`src/rtl/sys_ctrl.sv`:
```
// Command sequencer: parses RX byte frames into register-file write/read strobes and returns read data to TX.
// Latency: WrEn 1 cycle after data byte; TX_D_VLD 4 cycles after read address byte. Holds in TX_SEND while TX_Busy.
module sys_ctrl #(
    parameter int              ADDR_W     = 4,
    parameter int              DATA_W     = 8,
    parameter logic [DATA_W-1:0] WR_CMD   = 8'hAA,
    parameter logic [DATA_W-1:0] RD_CMD   = 8'hBB,
    parameter int              RD_TIMEOUT = 15
) (
    input  logic              CLK,
    input  logic              RST,
    input  logic [DATA_W-1:0] RX_P_DATA,
    input  logic              RX_D_VLD,
    input  logic [DATA_W-1:0] RdData,
    input  logic              RdData_valid,
    input  logic              TX_Busy,
    output logic              WrEn,
    output logic              RdEn,
    output logic [ADDR_W-1:0] Address,
    output logic [DATA_W-1:0] WrData,
    output logic [DATA_W-1:0] TX_P_DATA,
    output logic              TX_D_VLD,
    output logic              CTRL_BUSY,
    output logic              CMD_ERR
);
    localparam int CNT_W = $clog2(RD_TIMEOUT + 1);

    typedef enum logic [2:0] {
        IDLE, WR_ADDR, WR_DATA, WR_EXEC, RD_ADDR, RD_REQ, RD_WAIT, TX_SEND
    } state_t;

    state_t            state_q, state_d;
    logic [CNT_W-1:0]  cnt_q, cnt_d;
    logic [ADDR_W-1:0] addr_q, addr_d;
    logic [DATA_W-1:0] wrdata_q, wrdata_d;
    logic [DATA_W-1:0] txdata_q, txdata_d;
    logic              wren_q, wren_d;
    logic              rden_q, rden_d;
    logic              txvld_q, txvld_d;
    logic              err_q, err_d;
    logic              busy_q, busy_d;

    always_comb begin
        state_d  = state_q;
        cnt_d    = cnt_q;
        addr_d   = addr_q;
        wrdata_d = wrdata_q;
        txdata_d = txdata_q;
        txvld_d  = 1'b0;
        err_d    = 1'b0;
        case (state_q)
            IDLE: begin
                if (RX_D_VLD) begin
                    if (RX_P_DATA == WR_CMD)      state_d = WR_ADDR;
                    else if (RX_P_DATA == RD_CMD) state_d = RD_ADDR;
                    else                          err_d   = 1'b1;
                end
            end
            WR_ADDR: begin
                if (RX_D_VLD) begin
                    addr_d  = RX_P_DATA[ADDR_W-1:0];
                    state_d = WR_DATA;
                end
            end
            WR_DATA: begin
                if (RX_D_VLD) begin
                    wrdata_d = RX_P_DATA;
                    state_d  = WR_EXEC;
                end
            end
            WR_EXEC: state_d = IDLE;
            RD_ADDR: begin
                if (RX_D_VLD) begin
                    addr_d  = RX_P_DATA[ADDR_W-1:0];
                    state_d = RD_REQ;
                end
            end
            RD_REQ: begin
                cnt_d   = '0;
                state_d = RD_WAIT;
            end
            RD_WAIT: begin
                if (RdData_valid) begin
                    txdata_d = RdData;
                    state_d  = TX_SEND;
                end else begin
                    cnt_d = cnt_q + 1'b1;
                    // Read data never came back: abandon the frame without transmitting.
                    if (cnt_d == CNT_W'(RD_TIMEOUT)) begin
                        err_d   = 1'b1;
                        state_d = IDLE;
                    end
                end
            end
            TX_SEND: begin
                if (!TX_Busy) begin
                    txvld_d = 1'b1;
                    state_d = IDLE;
                end
            end
            default: state_d = IDLE;
        endcase
        wren_d = (state_d == WR_EXEC);
        rden_d = (state_d == RD_REQ);
        busy_d = (state_d != IDLE);
    end

    always_ff @(posedge CLK) begin
        if (RST) begin
            state_q  <= IDLE;
            cnt_q    <= '0;
            addr_q   <= '0;
            wrdata_q <= '0;
            txdata_q <= '0;
            wren_q   <= 1'b0;
            rden_q   <= 1'b0;
            txvld_q  <= 1'b0;
            err_q    <= 1'b0;
            busy_q   <= 1'b0;
        end else begin
            state_q  <= state_d;
            cnt_q    <= cnt_d;
            addr_q   <= addr_d;
            wrdata_q <= wrdata_d;
            txdata_q <= txdata_d;
            wren_q   <= wren_d;
            rden_q   <= rden_d;
            txvld_q  <= txvld_d;
            err_q    <= err_d;
            busy_q   <= busy_d;
        end
    end

    assign WrEn      = wren_q;
    assign RdEn      = rden_q;
    assign Address   = addr_q;
    assign WrData    = wrdata_q;
    assign TX_P_DATA = txdata_q;
    assign TX_D_VLD  = txvld_q;
    assign CTRL_BUSY = busy_q;
    assign CMD_ERR   = err_q;
endmodule

```
`config.mk`:
```
export PLATFORM = sky130hd
export DESIGN_NAME = sys_ctrl
export DESIGN_NICKNAME = d
export VERILOG_FILES = /design/src/rtl/sys_ctrl.sv
export SDC_FILE = /design/constraint.sdc
export NUM_CORES = 1
export LEC_CHECK = 0
export ABC_AREA = 1
export CAP_MARGIN = 5
export CORE_MARGIN = 2
export CORE_UTILIZATION = 44
export DETAILED_ROUTE_END_ITERATION = 7
export MAX_ROUTING_LAYER = met4
export PLACE_DENSITY = 0.77
export SLEW_MARGIN = 20
export SYNTH_ARGS = -nofsm -noshare
export SYNTH_HDL_FRONTEND = slang
export SYNTH_SLANG_ARGS = --single-unit
```
`constraint.sdc`:
```
create_clock -name CLK -period 3.54 [get_ports CLK]
set_input_delay 1.062 -clock CLK [delete_from_list [all_inputs] [get_ports CLK]]
set_output_delay 1.062 -clock CLK [all_outputs]
set_load 0.05 [all_outputs]
```
After elaboration in Yosys (flattened, before gate mapping). Cells that the tools add are included.

Reductions and logical operators: 9. Mux-type cells: 19. $add $sub $neg: 1. Equality and inequality tests: 13. Bitwise gates (word level): 1.

Operators by type and width (number): 3-bit two-way mux (9); 3-bit one-hot mux with 8 select lines (1); 8-bit equality test, second input constant (2); 3-bit equality test, second input constant (5); 3-bit by 2-bit equality test with 1-bit output, second input constant (3); 4-bit one-hot mux with 2 select lines (1); 2-bit AND reduction (4); 1-bit two-way mux (6); 4-bit by 1-bit adder with 4-bit output, second input constant (1); 4-bit equality test, second input constant (1); 4-bit two-way mux (1); 2-bit OR reduction (2); 3-bit by 1-bit equality test with 1-bit output, second input constant (1); 3-bit zero test (1); 3-bit nonzero test (1); 2-bit inequality test, second input constant (1); 1-bit one-hot mux with 2 select lines (1); 2-bit nonzero test (1); 1-bit inverter (1).

Logic and storage cells: 53. Bits of input ports: 21. Output and inout bits: 25. Register bits after elaboration: 32.

Logic depth before layout (Yosys ltp). Gate-level depths: netlist of run 1.

Word-level depth: 6. Depth in mapped cells: 10. Gate-level depth less buffers: 10.

Worst setup path after synthesis of run 1. Ideal clock, no wire load.

Kind: input to register. Start: input RX_D_VLD. End: register addr_q[1], in the netlist Address[1]. Stages on the path: 6. Data required time: 3424 ps. Slack: 1719 ps. Setup time: 116 ps. Buffers on the path: 1. Arrival: 1704 ps. Cells stage by stage: clkbuf_1 > nand2_1 > nand2_1 > inv_1 > nor2_1 > nor2_1.

Longest elaborated chain between the ends: 1.

Ends and longest elaborated chain: from (decl) (RTL line 13) `input logic RX_D_VLD,`; 2-bit AND reduction (no source line); to (signal assigned) (RTL line 123) `addr_q <= addr_d;`; to (decl) (RTL line 34) `logic [ADDR_W-1:0] addr_q, addr_d;`.

No other way between the ends. A chain may end at the register's enable or synchronous reset.

Final worst setup path of run 1.
Start: register addr_q[1], in the netlist Address[1]. End: output Address[1].

RTL lines: to (decl) (RTL line 19) `output logic [ADDR_W-1:0] Address,`.

No word-level cell between the ends.

==> results of run 1 <==
## worst min path at each step
stage / from / end / slack [ns] / cells after the start
after floorplan: cnt_q[3]$_SDFFE_PP0P_ / cnt_q[3]$_SDFFE_PP0P_ / 0.45 / 2
after global placement: TX_P_DATA[6]$_SDFFE_PP0P_ / TX_P_DATA[6]$_SDFFE_PP0P_ / 0.43 / 2
after detailed placement: TX_P_DATA[3]$_SDFFE_PP0P_ / TX_P_DATA[3]$_SDFFE_PP0P_ / 0.44 / 2
after CTS: TX_P_DATA[3]$_SDFFE_PP0P_ / TX_P_DATA[3]$_SDFFE_PP0P_ / 0.45 / 2
after global routing: TX_P_DATA[6]$_SDFFE_PP0P_ / TX_P_DATA[6]$_SDFFE_PP0P_ / 0.47 / 2
final: TX_P_DATA[4]$_SDFFE_PP0P_ / TX_P_DATA[4]$_SDFFE_PP0P_ / 0.45 / 2
## registers in the layout (all words and copies together), names as in the netlist
register   count
Address        4
CTRL_BUSY      1
CMD_ERR        1
TX_D_VLD       1
cnt_q          4
state_q        3
WrEn           1
WrData         8
TX_P_DATA      8
RdEn           1
## synthesized netlist by cell type (all sizes together)
master	instances
ha	2
nand4	4
a22oi	1
o21ai	14
a21oi	23
nand2	45
clkbuf	3
nor3b	1
dfxtp	32
nor3	4
inv	32
nor2	20
buf	4
nand3	18
or2	1
## per-stage QoR
step	cells	hold WS, ns	setup slack (ns)
detailed placement	287	0.436	0.867
global route	295	0.466	0.911
CTS	295	0.451	0.961
finish	295	0.447	0.988
floorplan	204	0.454	1.72
global placement	287	0.434	0.916
## cells by family after synthesis
kind of cell / share of synthesized area
AO/OA/AOI/OAI: 0.134
adder cells (fa/ha/maj): 0.0174
buffers and inverters: 0.107
flip-flops: 0.445
AND/OR/NAND/NOR: 0.297
## where the power goes
group          total, uW  switching, uW  leakage (uW)  internal [uW]
Combinational       53.3           26.7      0.000524           26.6
Sequential           362          0.723      0.000258            361
Clock                271            123     0.0000422            148
Total                686            150      0.000824            536
## final cells by class
type,instances,area (sq um),area share
Clock inverter,2,35.0,0.0176
Sequential cell,32,641,0.321
Timing Repair Buffer,46,458,0.230
Multi-Input combinational cell,133,644,0.323
Clock buffer,6,41.3,0.0207
Tap cell,44,55.1,0.0276
Inverter,32,120,0.0602
## per-layer routing
layer / global-route usage / routed length, um / share of wire
met5: - / 0 / 0
met4: 0.0807 / 48 / 0.015
met3: 0.0735 / 248 / 0.078
met2: 0.310 / 1410 / 0.44
met1: 0.225 / 1490 / 0.47
==> impl.org, run 1 <==
** STA
- Setup repair after global routing left no endpoint under its margin.
- Max Slew Vio Count :: 0
- Transition at the pin with the smallest max-transition slack :: 0.591 ns
- Dividing the final minimum period by the clock period gives 0.721.
- The number of hold violations in the final report is 0.
- On the final layout, the worst clock skew is 0.00932 ns.
- Achievable clock frequency :: 392 MHz
- For the finished layout, the period the worst path requires is 2.55 ns.
- Tightest slew margin relative to the limit :: 0.605
- In the final timing run, aggregate negative setup slack is 0 ns.
- Setup violations remaining at the end of the flow were counted as 0.

** Floorplan
- The region available for standard cell placement spans 3080 sq um.
- The floorplan step defined a die boundary enclosing 3740 sq um.
- Count of boundary I/O pins :: 46
- The initial utilization of the core area, before any placement, comes to 0.467.
- Die height :: 61.2 um
- The die is 61.2 um wide.
- In this run the core area contains 20 standard-cell rows.

** Clock tree
- TritonCTS built the clock tree.
- Post-CTS resize count :: 0
- Clock tree sinks :: 32
- After clock tree synthesis, the flow added hold-fix buffers numbering 0.
- Number of buffers between clock root and the deepest sink :: 2
- Clock transition at path regs :: 0.10 ns
- Counting the buffers created by CTS gives 5.
- Clock latency at the later pin of the worst-skew pair :: 0.33 ns
- Clock root buffer :: clkbuf_4
- Setup Fix Bufs, Post-CTS :: 0
- Number of H-tree levels :: 2

** Logic synthesis
- Fraction of the yosys area taken by sequential cells :: 0.445
- Area share of the largest cell type after synthesis :: 0.445
- Largest area contributor in the netlist :: dfxtp_1
- By area the synthesized netlist is led by dfxtp_1, nand2_1, inv_1.
- After technology mapping, the gate count stands at 204.
- Synthesized area per cell :: 7.05 sq um
- Yosys mapped the design onto 22 distinct sky130hd cell types.
- After synthesis the netlist holds a flip-flop and latch count of 32.
- The number of nets handed over by synthesis was 227.
- During synthesis, Yosys emitted a total of 0 warnings.
- The synthesized netlist occupies a cell area of 1440 sq um.

** Pwr
- The worst-case IR drop observed on VDD is 0.000313 V.
- For this design the static power due to leakage is 0.000824 uW.
- Power per cell area :: 344 nW/um^2
- Power comes to 686 uW.

** Detailed routing
- Detailed-route wire length per cell :: 10.8 um
- Pre-antenna DRT Iters :: 4
- Once detail routing completed, the nets flagged for antenna violations numbered 0.
- Iteration-0 DRC Markers :: 48
- Wires add up to 3.20 mm.
- DRC errors left :: 0
- DR vias :: 1381
- Number of vias per cell after detailed routing :: 4.68

** Setup path
- On the worst path, the slowest cell contributes a delay of 0.81 ns.
- The worst setup path is captured at a primary output.
- Crit. path cell count :: 1
- CP delay by family, top :: buffers and inverters
- Capturing instance or port of the critical path :: Address[1]
- CP arrival :: 1.49 ns
- Setup CP Type :: register to primary output
- Crit path max fanout :: 2
- Buffer and inverter count on the worst path :: 1
- The worst register-to-register path begins at state_q[2]$_SDFF_PP0_.
- Setup crit start kind :: register
- For the worst flop-to-flop path, the logic depth is 6.
- Start point of the critical path :: Address[1]$_SDFFE_PP0P_
- Slowest-stage cell, CP :: clkdlybuf4s50_1
- At the worst endpoint, the required time is 2.48 ns.
- Critical Path, Cell by Cell :: clkdlybuf4s50_1
- The worst register-to-register path ends at CTRL_BUSY$_SDFF_PP0_.
- Slack of the worst reg-to-reg path :: 1.83 ns

** Status
- Result of the run :: complete, no violations

** Finish
- Commonest cells after routing, fill and taps aside :: clkdlybuf4s50_1, nand2_1, dfxtp_1
- Number of nets at the end of the flow :: 273
- Number of diodes :: 0
- At the end of the flow the core is filled with cells to 0.648.
- Final design instance area without fill :: 1990 sq um
- Fraction of final layout cells sized beyond drive strength 1 :: 0.0598
- The filler cells instantiated in the layout total 298.
- The area growth from synthesis to layout is 38.6%.
- The library cell used most frequently in the layout, excluding fill and tap cells, is clkdlybuf4s50_1.

** Global route
- Across every metal layer, demand over resource in global routing totals 0.197.
- Wire length of the first global-routing pass :: 5.20 mm
- Largest net degree at the start of global routing :: 18
- Via count of the first global-routing pass :: 1262
- Antenna violations before repair :: 0
- Grt total ovfl :: 0

** Placement
- Sum of net half-perimeters after detailed placement :: 2.29 mm
- RD Place Congestion :: 0.836
- PortBufs :: 45
- Placement-stage cell area :: 1920 sq um

** Worst hold path
- The min-delay analysis places its worst path in the category register to register.

** Job
- Across the run, the number of max-cap violations was 0.
Power figures use the tool's default switching activity.
==> inputs of run 2 (changes only) <==
CORE_UTILIZATION = 41   (was 44)
PLACE_DENSITY = 0.75   (was 0.77)
clock period = 2.1 ns   (was 3.54 ns; I/O delays follow)
==> impl.org, run 2 (same netlist as run 1, synthesis figures left out) <==
** Setup path
- The worst register-to-register path ends at CTRL_BUSY$_SDFF_PP0_.
- The number of logic stages on the critical path including buffering was 1 (unchanged).
- The delay contributed by the slowest stage of the critical path was 0.53 ns (-0.28 ns).
- Capturing instance or port of the critical path :: TX_P_DATA[0]
- CP arrival :: 1.20 ns (-0.29 ns)
- The register-to-register path setup slack came to 0.64 ns (-1.19 ns).
- The worst path buffer plus inverter count is 1 (unchanged).
- The path depth of the worst reg2reg path was 8 (+2).
- Critical register-to-register path startpoint :: state_q[1]$_SDFF_PP0_
- The highest net fanout along the worst path came to 2 (unchanged).
- The largest individual stage delay along the critical path comes from the cell dlygate4sd2_1.
- Start point of the critical path :: TX_P_DATA[0]$_SDFFE_PP0P_
- CP delay by family, top :: buffers and inverters
- The worst setup path is captured at a primary output.
- Crit path required time :: 1.47 ns (-1.01 ns)
- Setup CP Type :: register to primary output
- Setup crit start kind :: register
- Critical Path, Cell by Cell :: dlygate4sd2_1

** Global route
- Wire length of the first global-routing pass :: 5.53 mm (+6.4%)
- The total congestion overflow came to 0 (unchanged).
- The maximum number of pins on one net before global-route repair was 17 (-1).
- The global router's overall resource usage is 0.180 (-0.0165).
- Antenna violations before repair :: 0 (unchanged)
- Grt peak-use layer :: met2
- The met3 demand-to-capacity share in global routing came to 0.0536 (-0.0200).
- The via count of the first global-routing pass was 1282 (+1.6%).
- The global-route met1 utilization is 0.198 (-0.0267).
- Met2 Resource Use GR :: 0.306 (-0.00418)

** Floorplan
- Die W :: 63.2 um (+3.4%)
- Core box area :: 3360 sq um (+9.3%)
- The total number of placement rows was 21 (+5.0%).
- The starting density of the core came to 0.428 (-0.0397).
- Count of boundary I/O pins :: 46 (unchanged)
- The y dimension of the die is 63.2 um (+3.4%).
- The overall die area was 4000 sq um (+6.8%).

** Clock tree
- Number of H-tree levels :: 2 (unchanged)
- Clock tree sinks :: 32 (unchanged)
- Clock tree from TritonCTS :: done
- The number of hold buffers added after CTS was 0 (unchanged).
- The tree is rooted in a clkbuf_4.
- Clock latency at the later pin of the worst-skew pair :: 0.33 ns (about the same)
- Number of buffers between clock root and the deepest sink :: 2 (unchanged)
- Number of clock buffers inserted by TritonCTS :: 5 (unchanged)
- Setup Fix Bufs, Post-CTS :: 0 (unchanged)
- Clock transition at path regs :: 0.10 ns (about the same)

** Finish
- The fraction of layout instances using a drive strength above 1 is 0.138 (+0.0786).
- The antenna diode instance count was 0 (unchanged).
- The library cell used most frequently in the layout, excluding fill and tap cells, is nand2_1.
- Number of nets at the end of the flow :: 275 (+0.73%)
- The count of filler cells inserted in the layout came to 363 (+22%).
- Layout area overhead :: 35.4%
- Leaving out fill and tap cells, the most frequent cells in the layout are nand2_1, dfxtp_1, inv_1.

** Detailed routing
- DR vias :: 1413 (+2.3%)
- The count of antenna-violating nets left after detailed routing is 0 (unchanged).
- The final routed wire length divided by cell count was 10.8 um (-0.50%).
- DRC errors left :: 0 (unchanged)
- Iteration-0 DRC Markers :: 72 (+50%)
- Pre-antenna DRT Iters :: 4 (unchanged)
- The via count normalized by instance count is 4.73 (+0.95%).
- Final Routed Wirelength :: 3.22 mm (+0.85%)

** Pwr
- The cell-internal power came to 818 uW (+53%).
- Switch Pwr :: 257 uW (+71%)
- Power per cell area :: 552 nW/um^2 (+61%)
- Power share of the combinational group :: 0.084 (+0.006)
- The leakage dissipation came to 0.000907 uW (+10%).
- The switching share of power was 0.239 (+0.0205).
- The part of the total power dissipated in the clock network came to 0.348 (-0.047).
- The post-route total power came to 1080 uW (+57%).
- The worst voltage drop across the vdd grid is 0.000398 V (+27%).
- The share of total power in sequential cells is 0.567 (+0.039).

** STA
- Minimum clock period :: 1.83 ns
- The final setup violation count came to 0 (unchanged).
- For this run, the top clock speed supported by timing is 546 MHz.
- The number of max-slew violations in the final report was 0 (unchanged).
- The number of hold violations in the final report was 0 (unchanged).
- Tightest slew margin relative to the limit :: 0.666 (+0.0612)
- The clock skew after layout came to 0.00670 ns (-0.00262 ns).
- Final clock period utilization by the worst path :: 0.872
- The transition at the pin with the smallest max-transition slack was 0.501 ns (-0.0909 ns).
- Setup repair after global routing left no endpoint under its margin.
- TNS Setup :: 0 ns (unchanged)

** Status
- The flow ran to the end, and the final reports show no timing, DRC or antenna violations.

** Job
- Number of max-cap violations :: 0 (unchanged)

** Worst hold path
- In this run the worst hold path is classified as register to register.
- The number of stages on the worst hold path came to 2 (unchanged).

** Placement
- PortBufs :: 45 (unchanged)
- RD Place Congestion :: 0.923 (+10%)
- Sum of net half-perimeters after detailed placement :: 2.42 mm (+5.8%)
==> run 2: metrics by stage <==
step / instances / worst slack [ns] / hold WS, ns / util / area (sq um)
after CTS: 299 / 0.0129 / 0.451 / 0.578 / 1950
after global routing: 299 / 0.195 / 0.480 / 0.579 / 1950
after global placement: 291 / 0.152 / 0.432 / 0.562 / 1890
final: 299 / 0.268 / 0.448 / 0.579 / 1950
after floorplan: 204 / 0.711 / 0.454 / - / 1440
after detailed placement: 291 / 0.172 / 0.438 / 0.562 / 1890
==> run 2: power groups by stage <==
stage          sequential [uW]  clock [uW]  combinational, uW
2_1_floorplan              631           0               28.5
3_3_place_gp               624           0               90.0
3_5_place_dp               624           0               90.0
4_1_cts                    610         385               90.5
5_1_grt                    611         413               98.6
6_report                   610         375               90.5
==> run 2: tightest hold or removal path: cells and delay by family, from the launching register on <==
family / cells / cell delay, ns
AO/OA/AOI/OAI: 1 / 0.05
buffers and inverters: 1 / 0.05
flip-flops: 1 / 0.32
==> run 2: layout make-up <==
cell class                 instances  area, sq um  share of cell area
tap                               46         57.6              0.0295
inverter                          32          120              0.0617
multi-input combinational        133          644               0.331
timing repair buffer              48          423               0.217
clock inverter                     1         7.51             0.00385
clock buffer                       7         55.1              0.0283
sequential                        32          641               0.329
==> run 2: worst min-delay path by stage <==
stage / from / to / slack [ns]
after floorplan: cnt_q[3]$_SDFFE_PP0P_ / cnt_q[3]$_SDFFE_PP0P_ / 0.45
after global placement: TX_P_DATA[3]$_SDFFE_PP0P_ / TX_P_DATA[3]$_SDFFE_PP0P_ / 0.43
final: TX_P_DATA[3]$_SDFFE_PP0P_ / TX_P_DATA[3]$_SDFFE_PP0P_ / 0.45
after global routing: TX_P_DATA[7]$_SDFFE_PP0P_ / TX_P_DATA[7]$_SDFFE_PP0P_ / 0.48
after CTS: TX_P_DATA[4]$_SDFFE_PP0P_ / TX_P_DATA[4]$_SDFFE_PP0P_ / 0.45
after detailed placement: TX_P_DATA[4]$_SDFFE_PP0P_ / TX_P_DATA[4]$_SDFFE_PP0P_ / 0.44
==> run 2: per-layer routing <==
metal,share of wire,vias up
met3,0.060,5
met5,0,-
met1,0.44,628
li1,-,743
met2,0.48,37
met4,0.016,0
==> run 2: timing repair <==
item | CTS | global route
resized for setup | 6 | 1
gates cloned | 0 | 0
setup endpoints to repair | 6 | 1
==> inputs of run 3 (changes only) <==
==> constraint.sdc (replaced) <==
create_clock -name CLK -period 2.1 [get_ports CLK]
set_input_delay 0.42 -clock CLK [delete_from_list [all_inputs] [get_ports CLK]]
set_output_delay 0.42 -clock CLK [all_outputs]
set_load 0.05 [all_outputs]
==> impl.org, run 3 (same netlist as run 1, synthesis figures left out) <==
** Finish
- Commonest cells after routing, fill and taps aside :: clkdlybuf4s50_1, nand2_1, dfxtp_1
- The fraction of layout instances using a drive strength above 1 is 0.0675 (-0.0709).
- Compared with the post-synthesis result, the final layout area differs by 39.0%.
- The post-route cell area came to 2000 sq um (+2.7%).
- The antenna diode instance count was 0 (unchanged).
- The net count reported at finish was 275 (unchanged).
- Commonest non-fill, non-tap cell in the layout :: clkdlybuf4s50_1
- The share of the core filled with cells in the final layout came to 0.595 (+0.0156).

** Detailed routing
- The count of antenna-violating nets left after detailed routing came to 0 (unchanged).
- DRC errors left :: 0 (unchanged)
- The count of routing violations after the opening detailed-route iteration came to 66 (-8.3%).
- The final routed wire length divided by cell count is 10.5 um (-2.5%).
- Number of vias per cell after detailed routing :: 4.70 (-0.45%)
- The detailed-route wire length came to 3.13 mm (-2.8%).
- The overall via count from detail_route came to 1402 (-0.78%).
- Pre-antenna DRT Iters :: 4 (unchanged)

** Setup path
- The delay contributed by the slowest stage of the critical path was 0.81 ns (+0.28 ns).
- Endpoint of the worst register-to-register path :: CTRL_BUSY$_SDFF_PP0_
- Capturing element type of the critical path :: primary output
- Following the worst setup path forward leads to its endpoint at WrData[2].
- The worst path buffer plus inverter count was 1 (unchanged).
- The signal on the critical path passes through clkdlybuf4s50_1.
- Worst r2r path cells :: 8 (unchanged)
- CP delay by family, top :: buffers and inverters
- Slack of the worst reg-to-reg path :: 0.61 ns (-0.03 ns)
- Slowest-stage cell, CP :: clkdlybuf4s50_1
- Crit path required time :: 1.68 ns (+0.21 ns)
- The highest net fanout along the worst path came to 2 (unchanged).
- Setup CP Type :: register to primary output
- CP arrival :: 1.48 ns (+0.28 ns)
- Critical register-to-register path startpoint :: state_q[1]$_SDFF_PP0_
- Start point of the critical path :: WrData[2]$_SDFFE_PP0P_
- The worst setup path is launched from a register.
- Crit. path cell count :: 1 (unchanged)

** Floorplan
- Initial core utilization :: 0.428 (unchanged)
- The overall die area was 4000 sq um (unchanged).
- Num rows :: 21 (unchanged)
- The placeable core region came to 3360 sq um (unchanged).
- Die W :: 63.2 um (unchanged)
- The number of primary I/O pins came to 46 (unchanged).
- Die height :: 63.2 um (unchanged)

** Placement
- Sum of net half-perimeters after detailed placement :: 2.35 mm (-2.8%)
- Pre-CTS WS :: 0.359 ns (+0.187 ns)
- The final RePlAce weighted congestion was 0.858 (-7.1%).
- Placement-stage cell area :: 1940 sq um (+2.4%)
- PortBufs :: 45 (unchanged)

** Global route
- The maximum number of pins on one net before global-route repair came to 18 (+1).
- Wire length of the first global-routing pass :: 5.54 mm (+0.25%)
- Grt total ovfl :: 0 (unchanged)
- Antenna violations before repair :: 0 (unchanged)
- Via count of the first global-routing pass :: 1281 (-0.078%)
- The global router's overall resource usage is 0.181 (+0.000528).

** Status
- The run finished with clean final reports.

** Clock tree
- Clock tree from TritonCTS :: done
- The total clock buffers created by CTS came to 5 (unchanged).
- The number of gates resized after CTS came to 0 (-6).
- Number of H-tree levels :: 2 (unchanged)
- Number of buffers between clock root and the deepest sink :: 2 (unchanged)
- The clock transition at the register clock pins on the worst setup and hold paths after CTS came to 0.09 ns (about the same).
- The source-to-sink clock delay at the later pin of the worst-skew pair was 0.32 ns (about the same).
- The number of clock sinks is 32 (unchanged).
- The number of hold buffers added after CTS was 0 (unchanged).
- The buffer count from post-CTS setup fixing is 0 (unchanged).
- Clock root buffer :: clkbuf_4

** STA
- Minimum clock period :: 1.90 ns (+0.0654 ns)
- The number of max-slew violations in the final report was 0 (unchanged).
- Tightest slew margin relative to the limit :: 0.661 (-0.00432)
- Post-route clock skew :: 0.00689 ns (+0.000186 ns)
- The number of hold violations in the final report came to 0 (unchanged).
- TNS Setup :: 0 ns (unchanged)
- The final cycle utilization of the critical path was 0.904 (+0.0312).
- Final number of setup-violating endpoints :: 0 (unchanged)
- The top achievable clock speed is 527 MHz (-3.4%).
- Worst hold margin :: 0.449 ns (+0.000487 ns)
- Transition at the pin with the smallest max-transition slack :: 0.506 ns (+0.00572 ns)
- The slack of the critical path was 0.203 ns (-0.0654 ns).
- Setup repair after global routing left no endpoint under its margin.

** Worst hold path
- The path class of the tightest hold or removal check is register to register.
- Worst Hold Path Cells :: 2 (unchanged)

** Pwr
- The leakage dissipation came to 0.000828 uW (-8.7%).
- The power density relative to cell area was 541 nW/um^2 (-1.9%).
- Power share of the combinational group :: 0.083 (about the same)
- Switch Pwr :: 238 uW (-7.4%)
- Cell Int Power :: 844 uW (+3.2%)
- Fraction of power spent switching nets :: 0.220 (-0.0191)
- The share of total power in sequential cells came to 0.563 (-0.004).
- Worst IR drop on VDD :: 0.000331 V (-17%)
- The part of the total power dissipated in the clock network was 0.354 (+0.006).

** Job
- Number of max-cap violations :: 0 (unchanged)
## run 3: layout make-up
| cell class | count | area (sq um) |
|---|---|---|
| Timing Repair Buffer | 48 | 473 |
| Clock buffer | 7 | 65.1 |
| Fill cell | 346 | 1360 |
| Sequential cell | 32 | 641 |
| Tap cell | 46 | 57.6 |
| Inverter | 32 | 120 |
| Multi-Input combinational cell | 133 | 644 |
## run 3: metrics by stage
step / power [uW] / std cells
after floorplan: 659 / 204
after CTS: 1100 / 298
after detailed placement: 714 / 291
final: 1080 / 298
after global placement: 714 / 291
after global routing: 1140 / 298
## run 3: how the worst min path moves through the flow
| stage | from | endpoint | slack, ns |
|---|---|---|---|
| global route | TX_P_DATA[6]$_SDFFE_PP0P_ | TX_P_DATA[6]$_SDFFE_PP0P_ | 0.49 |
| CTS | TX_P_DATA[4]$_SDFFE_PP0P_ | TX_P_DATA[4]$_SDFFE_PP0P_ | 0.45 |
| detailed placement | TX_P_DATA[4]$_SDFFE_PP0P_ | TX_P_DATA[4]$_SDFFE_PP0P_ | 0.44 |
| floorplan | cnt_q[3]$_SDFFE_PP0P_ | cnt_q[3]$_SDFFE_PP0P_ | 0.45 |
| global placement | TX_P_DATA[3]$_SDFFE_PP0P_ | TX_P_DATA[3]$_SDFFE_PP0P_ | 0.43 |
| finish | TX_P_DATA[1]$_SDFFE_PP0P_ | TX_P_DATA[1]$_SDFFE_PP0P_ | 0.45 |
## run 3: power by group through the flow
stage / logic (uW) / clock network (uW) / registers [uW]
floorplan: 28.5 / 0 / 631
global placement: 90.0 / 0 / 624
detailed placement: 89.6 / 0 / 624
CTS: 89.8 / 397 / 610
global route: 100 / 430 / 611
finish: 89.5 / 383 / 610
## run 3: layer usage
layer	part of all wire	vias to the layer above	global-route usage	wire length, um
met4	0.018	0	0.0734	55
met2	0.47	33	0.290	1480
met5	0	-	-	0
met1	0.46	617	0.219	1450
li1	-	745	-	-
met3	0.046	7	0.0446	145
